File: src/rtl/core_pkg.sv
// Shared types for the core's pipeline control: hazard FSM states and
// the architectural zero register index.
package core_pkg;

    typedef enum logic [1:0] {
        HZ_RUN      = 2'd0,
        HZ_LU_STALL = 2'd1,
        HZ_MEM_WAIT = 2'd2
    } hz_state_t;

    localparam logic [4:0] REG_ZERO = 5'h00;

endpackage

File: src/rtl/sat_counter.sv
// Up-counter with enable and synchronous clear that sticks at all-ones
// instead of wrapping.
module sat_counter #(
    parameter int W = 32
) (
    input  logic         clk,
    input  logic         clr,
    input  logic         en,
    output logic [W-1:0] count
);

    always_ff @(posedge clk) begin
        if (clr)
            count <= '0;
        else if (en && count != '1)
            count <= count + W'(1);
    end

endmodule

File: src/rtl/hazard_control_unit.sv
// Pipeline sequencer: resolves load-use, redirect and memory-wait hazards
// the forwarding unit cannot cover, with watchdog and perf counters.
module hazard_control_unit
    import core_pkg::*;
#(
    parameter int CNT_W       = 32,
    parameter int TO_W        = 8,
    parameter int MEM_TIMEOUT = 200
) (
    input  logic             clk,
    input  logic             rst,
    input  logic [4:0]       IF2ID_RS1,
    input  logic [4:0]       IF2ID_RS2,
    input  logic             IF2ID_Uses_RS1,
    input  logic             IF2ID_Uses_RS2,
    input  logic             IF2ID_IsStore,
    input  logic             ID2EX_MemRead,
    input  logic [4:0]       ID2EX_RD1,
    input  logic             EX_BranchTaken,
    input  logic             Dmem_Req,
    input  logic             Dmem_Ready,
    input  logic             Imem_Ready,
    output logic             PC_Write,
    output logic             IF2ID_Write,
    output logic             IF2ID_Flush,
    output logic             ID2EX_Write,
    output logic             ID2EX_Flush,
    output logic             EX2Mem_Write,
    output logic             Mem2WB_Flush,
    output logic             Mem_Timeout,
    output logic [CNT_W-1:0] Stall_Count,
    output logic [CNT_W-1:0] Flush_Count,
    output logic [1:0]       Hz_State
);

    localparam logic [TO_W-1:0] TO_LIM = TO_W'(MEM_TIMEOUT);

    hz_state_t       state, state_nxt;
    logic [TO_W-1:0] wd_cnt;
    logic            lu_rs1, lu_rs2, load_use, mem_stall;
    logic            stall_inc, flush_inc;

    // A load feeding only store data is covered by MEM-to-MEM forwarding.
    assign lu_rs1    = ID2EX_MemRead && ID2EX_RD1 != REG_ZERO && IF2ID_Uses_RS1
                       && ID2EX_RD1 == IF2ID_RS1;
    assign lu_rs2    = ID2EX_MemRead && ID2EX_RD1 != REG_ZERO && IF2ID_Uses_RS2
                       && ID2EX_RD1 == IF2ID_RS2 && !IF2ID_IsStore;
    assign load_use  = lu_rs1 || lu_rs2;
    assign mem_stall = Dmem_Req && !Dmem_Ready;
    assign Hz_State  = state;

    always_ff @(posedge clk) begin
        if (rst)
            state <= HZ_RUN;
        else
            state <= state_nxt;
    end

    // RUN and MEM_WAIT decode identically; MEM_WAIT only records the freeze.
    always_comb begin
        PC_Write     = 1'b1;
        IF2ID_Write  = 1'b1;
        IF2ID_Flush  = 1'b0;
        ID2EX_Write  = 1'b1;
        ID2EX_Flush  = 1'b0;
        EX2Mem_Write = 1'b1;
        Mem2WB_Flush = 1'b0;
        state_nxt    = HZ_RUN;
        stall_inc    = 1'b0;
        flush_inc    = 1'b0;
        if (rst) begin
            state_nxt = HZ_RUN;
        end else if (mem_stall) begin
            PC_Write     = 1'b0;
            IF2ID_Write  = 1'b0;
            ID2EX_Write  = 1'b0;
            EX2Mem_Write = 1'b0;
            Mem2WB_Flush = 1'b1;
            stall_inc    = 1'b1;
            state_nxt    = HZ_MEM_WAIT;
        end else if (EX_BranchTaken) begin
            IF2ID_Flush = 1'b1;
            ID2EX_Flush = 1'b1;
            flush_inc   = 1'b1;
        end else if (load_use && state != HZ_LU_STALL) begin
            PC_Write    = 1'b0;
            IF2ID_Write = 1'b0;
            ID2EX_Flush = 1'b1;
            stall_inc   = 1'b1;
            state_nxt   = HZ_LU_STALL;
        end else if (!Imem_Ready) begin
            PC_Write    = 1'b0;
            IF2ID_Flush = 1'b1;
        end
    end

    // Watchdog counts consecutive frozen cycles; the error flag is sticky.
    always_ff @(posedge clk) begin
        if (rst) begin
            wd_cnt      <= '0;
            Mem_Timeout <= 1'b0;
        end else if (mem_stall) begin
            if (wd_cnt != '1)
                wd_cnt <= wd_cnt + TO_W'(1);
            if (MEM_TIMEOUT != 0 && wd_cnt == TO_LIM - TO_W'(1))
                Mem_Timeout <= 1'b1;
        end else begin
            wd_cnt <= '0;
        end
    end

    sat_counter #(.W(CNT_W)) u_stall_cnt (
        .clk   (clk),
        .clr   (rst),
        .en    (stall_inc),
        .count (Stall_Count)
    );

    sat_counter #(.W(CNT_W)) u_flush_cnt (
        .clk   (clk),
        .clr   (rst),
        .en    (flush_inc),
        .count (Flush_Count)
    );

endmodule

File: config.mk
export PLATFORM = sky130hd
export DESIGN_NAME = hazard_control_unit
export DESIGN_NICKNAME = d
export VERILOG_FILES = /design/src/rtl/core_pkg.sv /design/src/rtl/sat_counter.sv /design/src/rtl/hazard_control_unit.sv
export SDC_FILE = /design/constraint.sdc
export NUM_CORES = 1
export LEC_CHECK = 0
export ABC_AREA = 1
export BUFFER_PORTS_ARGS = -buffer_cell sky130_fd_sc_hd__buf_4
export CAP_MARGIN = 40
export CORE_MARGIN = 2
export CORE_UTILIZATION = 60
export DETAILED_ROUTE_END_ITERATION = 7
export GPL_ROUTABILITY_DRIVEN = 0
export PLACE_DENSITY = 0.88
export RECOVER_POWER = 25
export SETUP_SLACK_MARGIN = 0.15
export SLEW_MARGIN = 40
export SYNTH_ARGS = -nofsm -noshare
export SYNTH_HDL_FRONTEND = slang
export SYNTH_SLANG_ARGS = --single-unit
export TNS_END_PERCENT = 30
File: constraint.sdc
create_clock -name clk -period 2.81 [get_ports clk]
set_input_delay 0.281 -clock clk [delete_from_list [all_inputs] [get_ports clk]]
set_output_delay 0.281 -clock clk [all_outputs]
set_load 0.005 [all_outputs]
==> impl_metrics.csv, run 1 <==
group,metric,value,unit
power,p_sw,509.0,uW
clock_tree,cts_hold_buf,0,
placement,portBuffers,98,
drt,postRouteAntennaNets,0,
floorplan,ios,99,
layout,syn_to_final_growth,21.96,%
clock_tree,clock_latency,0.36,ns
yosys,synth_cell_types,32,
drt,drtPass1Iterations,5,
yosys,syn_area_per_cell,6.064,sq um
yosys,yosysTopAreaCell,"dfxtp_1",
clock_tree,post_cts_buffers,0,
layout,finalInstanceArea,5768,sq um
floorplan,start_util,61.52,%
setup_path,r2r_cells,9,
layout,drive_gt1_share,15.87,%
floorplan,core-area,7687,sq um
setup_path,critical_path_required,2.53,ns
layout,fin_nets,899,
drt,routed_wl,13320,um
yosys,synth_seq_cells,75,
yosys,synth_top_area_share,31.75,%
clock_tree,cts_sinks,75,
setup_path,cp-end-kind,"output pin",
global_route,grt_usage,32.05,%
sta,worstMarginPinSlew,1.187,ns
drt,vias,5483,
global_route,antenna_found_initial,0,
clock_tree,cts_made_buffers,9,
yosys,synth-edff-count,0,
power,comb_power_share,6.0,%
layout,mostFrequentLayoutCells,"nand2_1, nor2_1, dfxtp_1",
power,power.leakage,2.299,nW
setup_path,cp_max_fo,57,
floorplan,die-area,8609,sq um
clock_tree,cts_root_buf,"clkbuf_8",
yosys,ys.warnings.count,0,
setup_path,critPathLaunchType,"primary input",
sta,max_slew_margin,20.89,%
setup_path,endpoint,"PC_Write",
clock_tree,cts_max_path_buffers,2,
setup_path,r2r_end,"u_stall_cnt.count[5]$_SDFFE_PP0P_",
drt,vias_per_cell,5.606,
placement,dpl_cell_area,5514,sq um
power,power_density,397.1,nW/um^2
layout,num-fill-cells,618,
floorplan,rows,32,
power,vdd_drop_max,253.7,uV
run_status,status,"completed",
yosys,netlist_instances,780,
sta,fin_tns_setup,0,ns
setup_path,cp-startpoint,"rst",
power,pwr-share-clk,47.2,%
yosys,async_reset_ff_share,0,%
yosys,synth_area,4730,sq um
power,sw_frac_of_total,22.23,%
sta,period_needed,2.418,ns
power,p_int,1.781,mW
sta,setup_viol,0,
floorplan,die_w,92.79,um
yosys,ys_seq_area_share,31.75,%
global_route,grt_overflow,0,
layout,antenna_cells,0,
global_route,grt_max_degree,58,
floorplan,die_height,92.79,um
setup_path,r2r-start,"u_stall_cnt.count[0]$_SDFFE_PP0P_",
sta,rsz0062_at_grt,"no",
power,p_seq_share,46.8,%
job,max_cap_viol_count,0,
sta,slew_viol_final,0,
setup_path,crit_arrival,2.14,ns
setup_path,reg2reg_slack,0.56,ns
clock_tree,cts_htree_levels,3,
global_route,grt_pass1_vias,5063,
yosys,dominantRegCellSynth,"dfxtp_1",
yosys,syn_nets,808,
global_route,grt_pass1_wl,22760,um
layout,mostFrequentLayoutCell,"nand2_1",
worst_hold_path,hold_path_class,"primary input to register",
clock_tree,cts_tree,"yes",
yosys,synth.area.top_cells,"dfxtp_1, nand2_1, nor2_1, a21oi_1, nand3_1",
drt,drt_iter0_drc,426,
sta,fin_skew,0.01337,ns
sta,fin_crit_sh,86.05,%
sta,max_freq,413.6,MHz
clock_tree,clk_pin_slew_worst_paths,0.08,ns
drt,wl_per_cell,13.62,um
sta,hold_viol,0,
drt,drc,0,
clock_tree,cts-resized-gates,0,
placement,hpwlAfterDp,9814,um
setup_path,criticalPathCategory,"primary input to output pin",
kinds of logic (layout without fill, tap and decap cells):
| kind of cell | after synthesis | in the layout | share of synthesized area (%) |
|---|---|---|---|
| xor+xnor | 37 | 37 | 6.852 |
| compound gates | 80 | 80 | 8.810 |
| simple gates | 491 | 491 | 43.78 |
| flops | 75 | 75 | 31.75 |
| fa+ha+maj | 3 | 3 | 0.7937 |
| buf+inv | 94 | 190 | 8.016 |
power groups by stage:
stage | clock network, mW | logic (mW) | registers [mW]
finish | 1.08 | 0.138 | 1.07
global route | 1.12 | 0.153 | 1.07
CTS | 1.08 | 0.138 | 1.07
detailed placement | 0 | 0.137 | 1.10
global placement | 0 | 0.133 | 1.10
floorplan | 0 | 0.0787 | 1.10
cells in the mapped netlist, drive strengths merged (3+ instances only):
master / count
buf: 10
inv: 72
dfxtp: 75
xor2: 29
nand4: 8
xnor2: 8
nand2: 273
a21oi: 67
or2: 3
clkbuf: 12
ha: 3
o21ai: 8
nand3b: 7
nand3: 65
nor3: 30
nor2: 102
metal layers:
layer | vias to the layer above | global-route usage, % | routed length, um
li1 | 2655 | - | -
met1 | 2522 | 39.20 | 5377
met2 | 260 | 54.59 | 6321
met3 | 46 | 6.265 | 1140
met4 | 0 | 13.97 | 483
met5 | - | 0 | 0
how the worst min path moves through the flow:
stage	from	to	slack, ns	cells after the start
2_1_floorplan	Dmem_Ready	Hz_State[0]$_SDFF_PP0_	0.44	2
3_3_place_gp	u_stall_cnt.count[16]$_SDFFE_PP0P_	u_stall_cnt.count[16]$_SDFFE_PP0P_	0.48	2
3_5_place_dp	Mem_Timeout$_SDFFE_PP0P_	Mem_Timeout$_SDFFE_PP0P_	0.47	2
4_1_cts	Dmem_Ready	Hz_State[0]$_SDFF_PP0_	0.19	3
5_1_grt	Dmem_Ready	Hz_State[0]$_SDFF_PP0_	0.19	3
6_report	Dmem_Ready	Hz_State[0]$_SDFF_PP0_	0.19	3
registers in the layout (all words and copies together) (netlist names):
| register | cells |
|---|---|
| Hz_State | 2 |
| Mem_Timeout | 1 |
| u_flush_cnt.count | 32 |
| u_stall_cnt.count | 32 |
| wd_cnt | 8 |
layout make-up:
cell class / count / area (sq um) / area share (%)
clock buffers: 12 / 165.2 / 2.863
repair buffers: 102 / 759.5 / 13.17
well taps: 102 / 127.6 / 2.213
flip-flops and latches: 75 / 1501 / 26.03
clock inverters: 4 / 95.09 / 1.649
inverters: 72 / 270.3 / 4.685
multi-input cells: 611 / 2849 / 49.39
critical path, cell delays in order:
cell	delay [ns]
clkbuf_2	0.86
nor2_1	0.28
inv_2	0.26
nand2_2	0.14
a21oi_1	0.17
buf_4	0.14
per-stage QoR:
stage	hold WS (ns)	cells	setup slack, ns	power, mW	util, %
global route	0.1938	978	0.2534	2.341	75.03
floorplan	0.4358	780	0.9917	1.174	-
detailed placement	0.4723	962	0.6177	1.233	71.73
CTS	0.1903	978	0.6105	2.292	75.11
global placement	0.4794	962	0.7410	1.229	71.73
finish	0.1892	978	0.3921	2.290	75.03
No activity file was read; power rests on OpenSTA's default activity.
==> run 2: changes to the inputs <==
Settings changed: BUFFER_PORTS_ARGS -buffer_cell sky130_fd_sc_hd__buf_4 to not set, CORE_UTILIZATION 60 to 65, DONT_BUFFER_PORTS set to 1, MAX_ROUTING_LAYER set to met4, PLACE_DENSITY 0.88 to 0.83.
==> impl_metrics.csv, run 2 (synthesized netlist as in run 1, its figures left out) <==
group,metric,value,unit
run_status,status,"completed",
placement,place_inst,860,
floorplan,die-area,7974,sq um
setup_path,critical_path_required,3.11,ns
worst_hold_path,hold_depth,2,
sta,worstMarginPinSlew,0.6856,ns
sta,max_slew_margin,53.94,%
layout,finalInstanceArea,5057,sq um
sta,period_needed,2.264,ns
sta,max_freq,441.7,MHz
setup_path,critPathBufInv,0,
floorplan,rows,31,
floorplan,start_util,66.27,%
clock_tree,cts-resized-gates,0,
clock_tree,cts_htree_levels,3,
sta,fin_skew,0.008484,ns
drt,vias,5015,
setup_path,path_cells,"ha_1, nand2_1, nor2_4, nand2_1, nor3_2, nand3_2, nand2_2, nand2_1, a21oi_1",
setup_path,cp_slowest_cell,"dfxtp_1",
global_route,grt_max_degree,54,
setup_path,critPathMostFrequentCell,"nand2_1",
layout,num-fill-cells,656,
power,p_seq_share,47.7,%
floorplan,die_w,89.30,um
clock_tree,cts_sinks,75,
global_route,grt_pass1_wl,20240,um
clock_tree,clk_pin_slew_worst_paths,0.08,ns
layout,antenna_cells,0,
layout,mostFrequentLayoutCell,"nand2_1",
sta,fin_ws,0.5462,ns
power,vdd_drop_max,272.3,uV
sta,fin_crit_sh,80.56,%
sta,rsz0062_at_grt,"no",
setup_path,cp-end-kind,"register",
placement,portBuffers,0,
setup_path,reg2reg_slack,0.55,ns
layout,syn_to_final_growth,6.931,%
floorplan,ios,99,
clock_tree,cts_max_path_buffers,2,
clock_tree,cts_tree,"yes",
drt,drt_iter0_drc,311,
clock_tree,clock_latency,0.37,ns
power,p_int,1.754,mW
power,p_sw,496.6,uW
power,power_density,445.0,nW/um^2
sta,fin_tns_setup,0,ns
setup_path,path_delay_family,"simple AND/OR/NAND/NOR gates",
drt,vias_per_cell,5.712,
sta,holdWs,0.08109,ns
floorplan,die_height,89.30,um
layout,multi_input_area,2849,sq um
clock_tree,cts_made_buffers,9,
worst_hold_path,hold_path_class,"primary input to register",
setup_path,criticalPathCategory,"register to register",
drt,drtPass1Iterations,5,
floorplan,core-area,7137,sq um
layout,mostFrequentLayoutCells,"nand2_1, nor2_1, dfxtp_1",
layout,reg.largest.list,"u_flush_cnt.count x32, u_stall_cnt.count x32, wd_cnt x8",
power,pwr-share-clk,48.0,%
power,power,2.251,mW
sta,hold_viol,0,
job,max_cap_viol_count,0,
setup_path,cpPeakStageDelay,0.49,ns
drt,postRouteAntennaNets,0,
setup_path,r2r_cells,9,
worst_hold_path,hp-start,"Dmem_Ready",
drt,drc,0,
power,comb_power_share,4.4,%
sta,setup_viol,0,
worst_hold_path,holdPathEnd,"Hz_State[0]$_SDFF_PP0_",
setup_path,cp_max_fo,30,
sta,slew_viol_final,0,
drt,routed_wl,12610,um
global_route,antenna_found_initial,0,
global_route,grt_overflow,0,
setup_path,r2r_end,"u_stall_cnt.count[3]$_SDFFE_PP0P_",
power,power.leakage,1.817,nW
setup_path,r2r-start,"u_stall_cnt.count[0]$_SDFFE_PP0P_",
global_route,grt_pass1_vias,4654,
drt,wl_per_cell,14.36,um
placement,dpl_cell_area,4767,sq um
placement,hpwlAfterDp,8997,um
setup_path,crit_arrival,2.57,ns
layout,drive_gt1_share,5.263,%
layout,post-route-util,70.86,%
layout,seqCellArea,1501,sq um
layout,stdcell_count,878,
layout,fin_nets,802,
setup_path,critPathLaunchType,"register",
placement,detailedPlace.worstSlack,0.6138,ns
clock_tree,cts_root_buf,"clkbuf_8",
power,sw_frac_of_total,22.06,%
global_route,grt_usage,33.25,%
==> run 2: cell count changes in the layout (fill, tap and decap cells not counted), sizes merged <==
| cell | delta |
|---|---|
| buf | -62 |
| clkbuf | -36 |
| clkinv | +1 |
| dlygate4sd3 | +1 |
| inv | -1 |
==> run 2: final cells by class <==
cell class	instances	area share (%)
Clock buffer	12	3.266
Tap cell	99	2.449
Sequential cell	75	29.69
Timing Repair Buffer	5	1.039
Multi-Input combinational cell	611	56.33
Clock inverter	4	1.880
Inverter	72	5.344
==> run 2: worst max path at each step <==
stage                                            from                                 end  slack [ns]  depth (start not counted)
global route        u_stall_cnt.count[0]$_SDFFE_PP0P_   u_stall_cnt.count[9]$_SDFFE_PP0P_        0.29                          9
finish              u_stall_cnt.count[0]$_SDFFE_PP0P_   u_stall_cnt.count[3]$_SDFFE_PP0P_        0.55                          9
global placement    u_stall_cnt.count[0]$_SDFFE_PP0P_  u_stall_cnt.count[18]$_SDFFE_PP0P_        0.74                          9
detailed placement  u_stall_cnt.count[0]$_SDFFE_PP0P_   u_stall_cnt.count[9]$_SDFFE_PP0P_        0.61                          9
floorplan           u_stall_cnt.count[0]$_SDFFE_PP0P_   u_stall_cnt.count[0]$_SDFFE_PP0P_        0.99                          9
CTS                 u_stall_cnt.count[0]$_SDFFE_PP0P_   u_stall_cnt.count[9]$_SDFFE_PP0P_        0.56                          9
==> run 2: timing repair <==
| action | 4_1_cts | 5_1_grt |
|---|---|---|
| setup buffers | 0 | 0 |
| hold buffers | 2 | 0 |
| hold endpoints to repair | 53 | 0 |
==> run 2: power groups by stage <==
stage / Sequential (mW) / Clock (mW) / Combinational, mW
2_1_floorplan: 1.10 / 0 / 0.0787
3_3_place_gp: 1.10 / 0 / 0.0768
3_5_place_dp: 1.10 / 0 / 0.0803
4_1_cts: 1.07 / 1.08 / 0.0979
5_1_grt: 1.07 / 1.13 / 0.111
6_report: 1.07 / 1.08 / 0.0987
==> run 2: metal layers <==
layer	up-vias	GRT usage [%]	part of all wire [%]
met5	-	-	0
met4	0	19.54	4.3
met3	52	8.957	8.6
met2	227	53.67	48
met1	2263	36.72	39
li1	2473	-	-
==> run 3: changes to the inputs <==
Settings changed: ABC_AREA 1 to 0, CORE_UTILIZATION 65 to 63, PLACE_DENSITY 0.83 to 0.81.
Clock period 2.81 ns to 2.3 ns, I/O delays scaled along.
==> impl_metrics.csv, run 3 <==
group,metric,value,unit
yosys,synthMuxAreaShare,2.883,%
layout,syn_to_final_growth,15.29,%
setup_path,critPathBufInv,0,
power,comb_power_share,3.3,%
layout,antenna_cells,0,
yosys,dominantRegCellSynth,"dfxtp_1",
power,power_density,589.8,nW/um^2
setup_path,path_delay_family,"simple AND/OR/NAND/NOR gates",
sta,rsz0062_at_grt,"yes",
yosys,ys.warnings.count,0,
yosys,yosysTopAreaCell,"dfxtp_1",
yosys,async_reset_ff_share,0,%
clock_tree,cts_max_path_buffers,2,
layout,stdcell_count,565,
floorplan,die_height,82.30,um
sta,max_slew_margin,66.40,%
yosys,synth_cell_types,48,
placement,portBuffers,0,
yosys,synth_seq_cells,75,
setup_path,cp_num_cells,5,
worst_hold_path,hp-start,"rst",
setup_path,critPathMostFrequentCell,"nand4_1",
clock_tree,cts_tree,"yes",
power,p_int,2.084,mW
drt,drtPass1Iterations,5,
layout,num-fill-cells,442,
floorplan,ios,99,
placement,place_inst,545,
yosys,synth_common_cells,"dfxtp_1, nor2_1, nand3_1, a21oi_1, nand2_1",
floorplan,rows,28,
yosys,synth_area,3862,sq um
setup_path,r2r-start,"u_stall_cnt.count[3]$_SDFFE_PP0P_",
yosys,synth-edff-count,0,
sta,fin_crit_sh,92.96,%
power,p_seq_share,49.7,%
yosys,synth_top_family_by_area,"simple AND/OR/NAND/NOR gates",
job,max_cap_viol_count,0,
yosys,synth_most_common_cell,"dfxtp_1",
clock_tree,cts_sinks,75,
global_route,grt_pass1_wl,14790,um
yosys,ys_seq_area_share,38.87,%
run_status,status,"completed",
power,p_sw,542.7,uW
sta,setup_viol,0,
global_route,grt_max_degree,54,
drt,drc,0,
drt,wl_per_cell,17.23,um
setup_path,cp_slowest_cell,"dfxtp_1",
yosys,synth-simple-area-share,31.71,%
setup_path,cpPeakStageDelay,0.47,ns
placement,hpwlAfterDp,6377,um
setup_path,path_cells,"nand4_1, nor3_2, nand4_1, nor4b_2, mux2_2",
layout,fin_nets,513,
global_route,grt_usage,29.00,%
layout,drive_gt1_share,15.31,%
global_route,grt_pass1_vias,3336,
clock_tree,clock_latency,0.35,ns
yosys,synth_top_area_share,38.87,%
sta,slew_viol_final,0,
drt,vias_per_cell,6.572,
setup_path,criticalPathCategory,"register to register",
clock_tree,cts_htree_levels,3,
drt,routed_wl,9736,um
setup_path,critPathLaunchType,"register",
yosys,synth-adder-area-share,0.9718,%
layout,mostFrequentLayoutCell,"dfxtp_1",
floorplan,core-area,5921,sq um
clock_tree,clk_pin_slew_worst_paths,0.08,ns
sta,period_needed,2.138,ns
setup_path,cp-startpoint,"u_stall_cnt.count[3]$_SDFFE_PP0P_",
sta,worstMarginPinSlew,0.5026,ns
worst_hold_path,hold_path_class,"primary input to register",
power,pwr-share-clk,46.9,%
floorplan,die-area,6773,sq um
yosys,synth.area.top_cells,"dfxtp_1, xor2_1, nor2_1, xnor2_1, nand3_1",
yosys,netlist_instances,465,
power,vdd_drop_max,398.1,uV
sta,fin_tns_setup,0,ns
layout,reg.largest.list,"u_flush_cnt.count x32, u_stall_cnt.count x32, wd_cnt x8",
floorplan,die_w,82.30,um
yosys,syn_nets,493,
worst_hold_path,hold_depth,2,
sta,max_freq,467.7,MHz
floorplan,start_util,65.24,%
sta,hold_viol,0,
sta,fin_skew,0.01197,ns
global_route,grt_overflow,0,
layout,mostFrequentLayoutCells,"dfxtp_1, nor2_1, nand3_1, buf_4, a21oi_1",
setup_path,cp-end-kind,"register",
setup_path,r2r_cells,5,
setup_path,critical_path_required,2.54,ns
drt,drt_iter0_drc,242,
setup_path,crit_arrival,2.38,ns
global_route,antenna_found_initial,0,
power,power.leakage,1.481,nW
yosys,synth-xor-area-share,9.524,%
drt,postRouteAntennaNets,0,
clock_tree,cts_root_buf,"clkbuf_8",
drt,vias,3713,
yosys,syn_area_per_cell,8.306,sq um
yosys,synth-compound-area-share,12.41,%
power,sw_frac_of_total,20.66,%
clock_tree,cts_made_buffers,9,
setup_path,cp_max_fo,7,
## run 3: cell count changes after synthesis, sizes merged, moves of 13 or more
cell   previous run  this run
a21oi            67        26
inv              72         8
nand2           273        26
nand3            65        29
nand4             8        21
nor2            102        58
nor3             30        13
nor4              1        16
or4               0        14
## run 3: layout make-up
type | count | area [sq um] | share of cell area, %
flip-flops and latches | 75 | 1504 | 33.77
well taps | 75 | 93.84 | 2.107
inverters | 8 | 30.03 | 0.6743
multi-input cells | 359 | 2310 | 51.87
clock buffers | 11 | 141.4 | 3.175
clock inverters | 5 | 100.1 | 2.248
repair buffers | 32 | 274.0 | 6.153
## run 3: worst paths after layout
kind | end | slack, ns
worst max-delay path | u_stall_cnt.count[25]$_SDFFE_PP0P_ | 0.16
worst min-delay path | u_stall_cnt.count[6]$_SDFFE_PP0P_ | 0.10
worst max register to register | u_stall_cnt.count[25]$_SDFFE_PP0P_ | 0.16
worst min register to register | Mem_Timeout$_SDFFE_PP0P_ | 0.50
## run 3: per-layer routing
metal	GRT usage [%]	share of wire, %	vias up
met4	10.67	2.0	0
li1	-	-	1754
met1	33.33	41	1764
met5	-	0	-
met2	47.66	48	172
met3	8.913	8.9	23
## run 3: timing repair
action	in CTS	in global routing
buffers inserted	0	1
setup endpoints to repair	12	34
hold buffers	1	0
gates resized for setup	2	8
pin swaps	1	2
endpoints found under the hold margin	53	0
cloned	2	0
## run 3: worst reg2reg max path: cells and delay by family, from the launching register on
| family | cells | cell delay [ns] |
|---|---|---|
| multiplexers | 1 | 0.36 |
| AND/OR/NAND/NOR | 4 | 1.19 |
| flip-flops | 1 | 0.47 |
## run 3: metrics by stage
stage	hold slack, ns	power [mW]	cell area, sq um	setup WS (ns)	utilization, %
6_report	0.1040	2.626	4453	0.1619	75.21
5_1_grt	0.09757	2.700	4453	0.07023	75.21
4_1_cts	0.09912	2.639	4415	0.1551	74.58
3_5_place_dp	0.3056	1.404	4123	0.06094	69.63
3_3_place_gp	0.3039	1.402	4123	0.1207	69.63
2_1_floorplan	0.4431	1.402	3889	0.1567	-
## run 3: kinds of logic after synthesis
family,count (synthesis)
AO/OA/AOI/OAI,74
XOR/XNOR,42
adder cells (fa/ha/maj),3
buffers and inverters,33
flip-flops,75
multiplexers,10
AND/OR/NAND/NOR,228
## run 3: power by group through the flow
stage               registers [mW]  clock network, mW  logic, mW
floorplan                     1.34                  0     0.0637
global placement              1.34                  0     0.0656
detailed placement            1.34                  0     0.0675
CTS                           1.31               1.25     0.0873
global route                  1.31               1.30     0.0963
finish                        1.31               1.23     0.0873
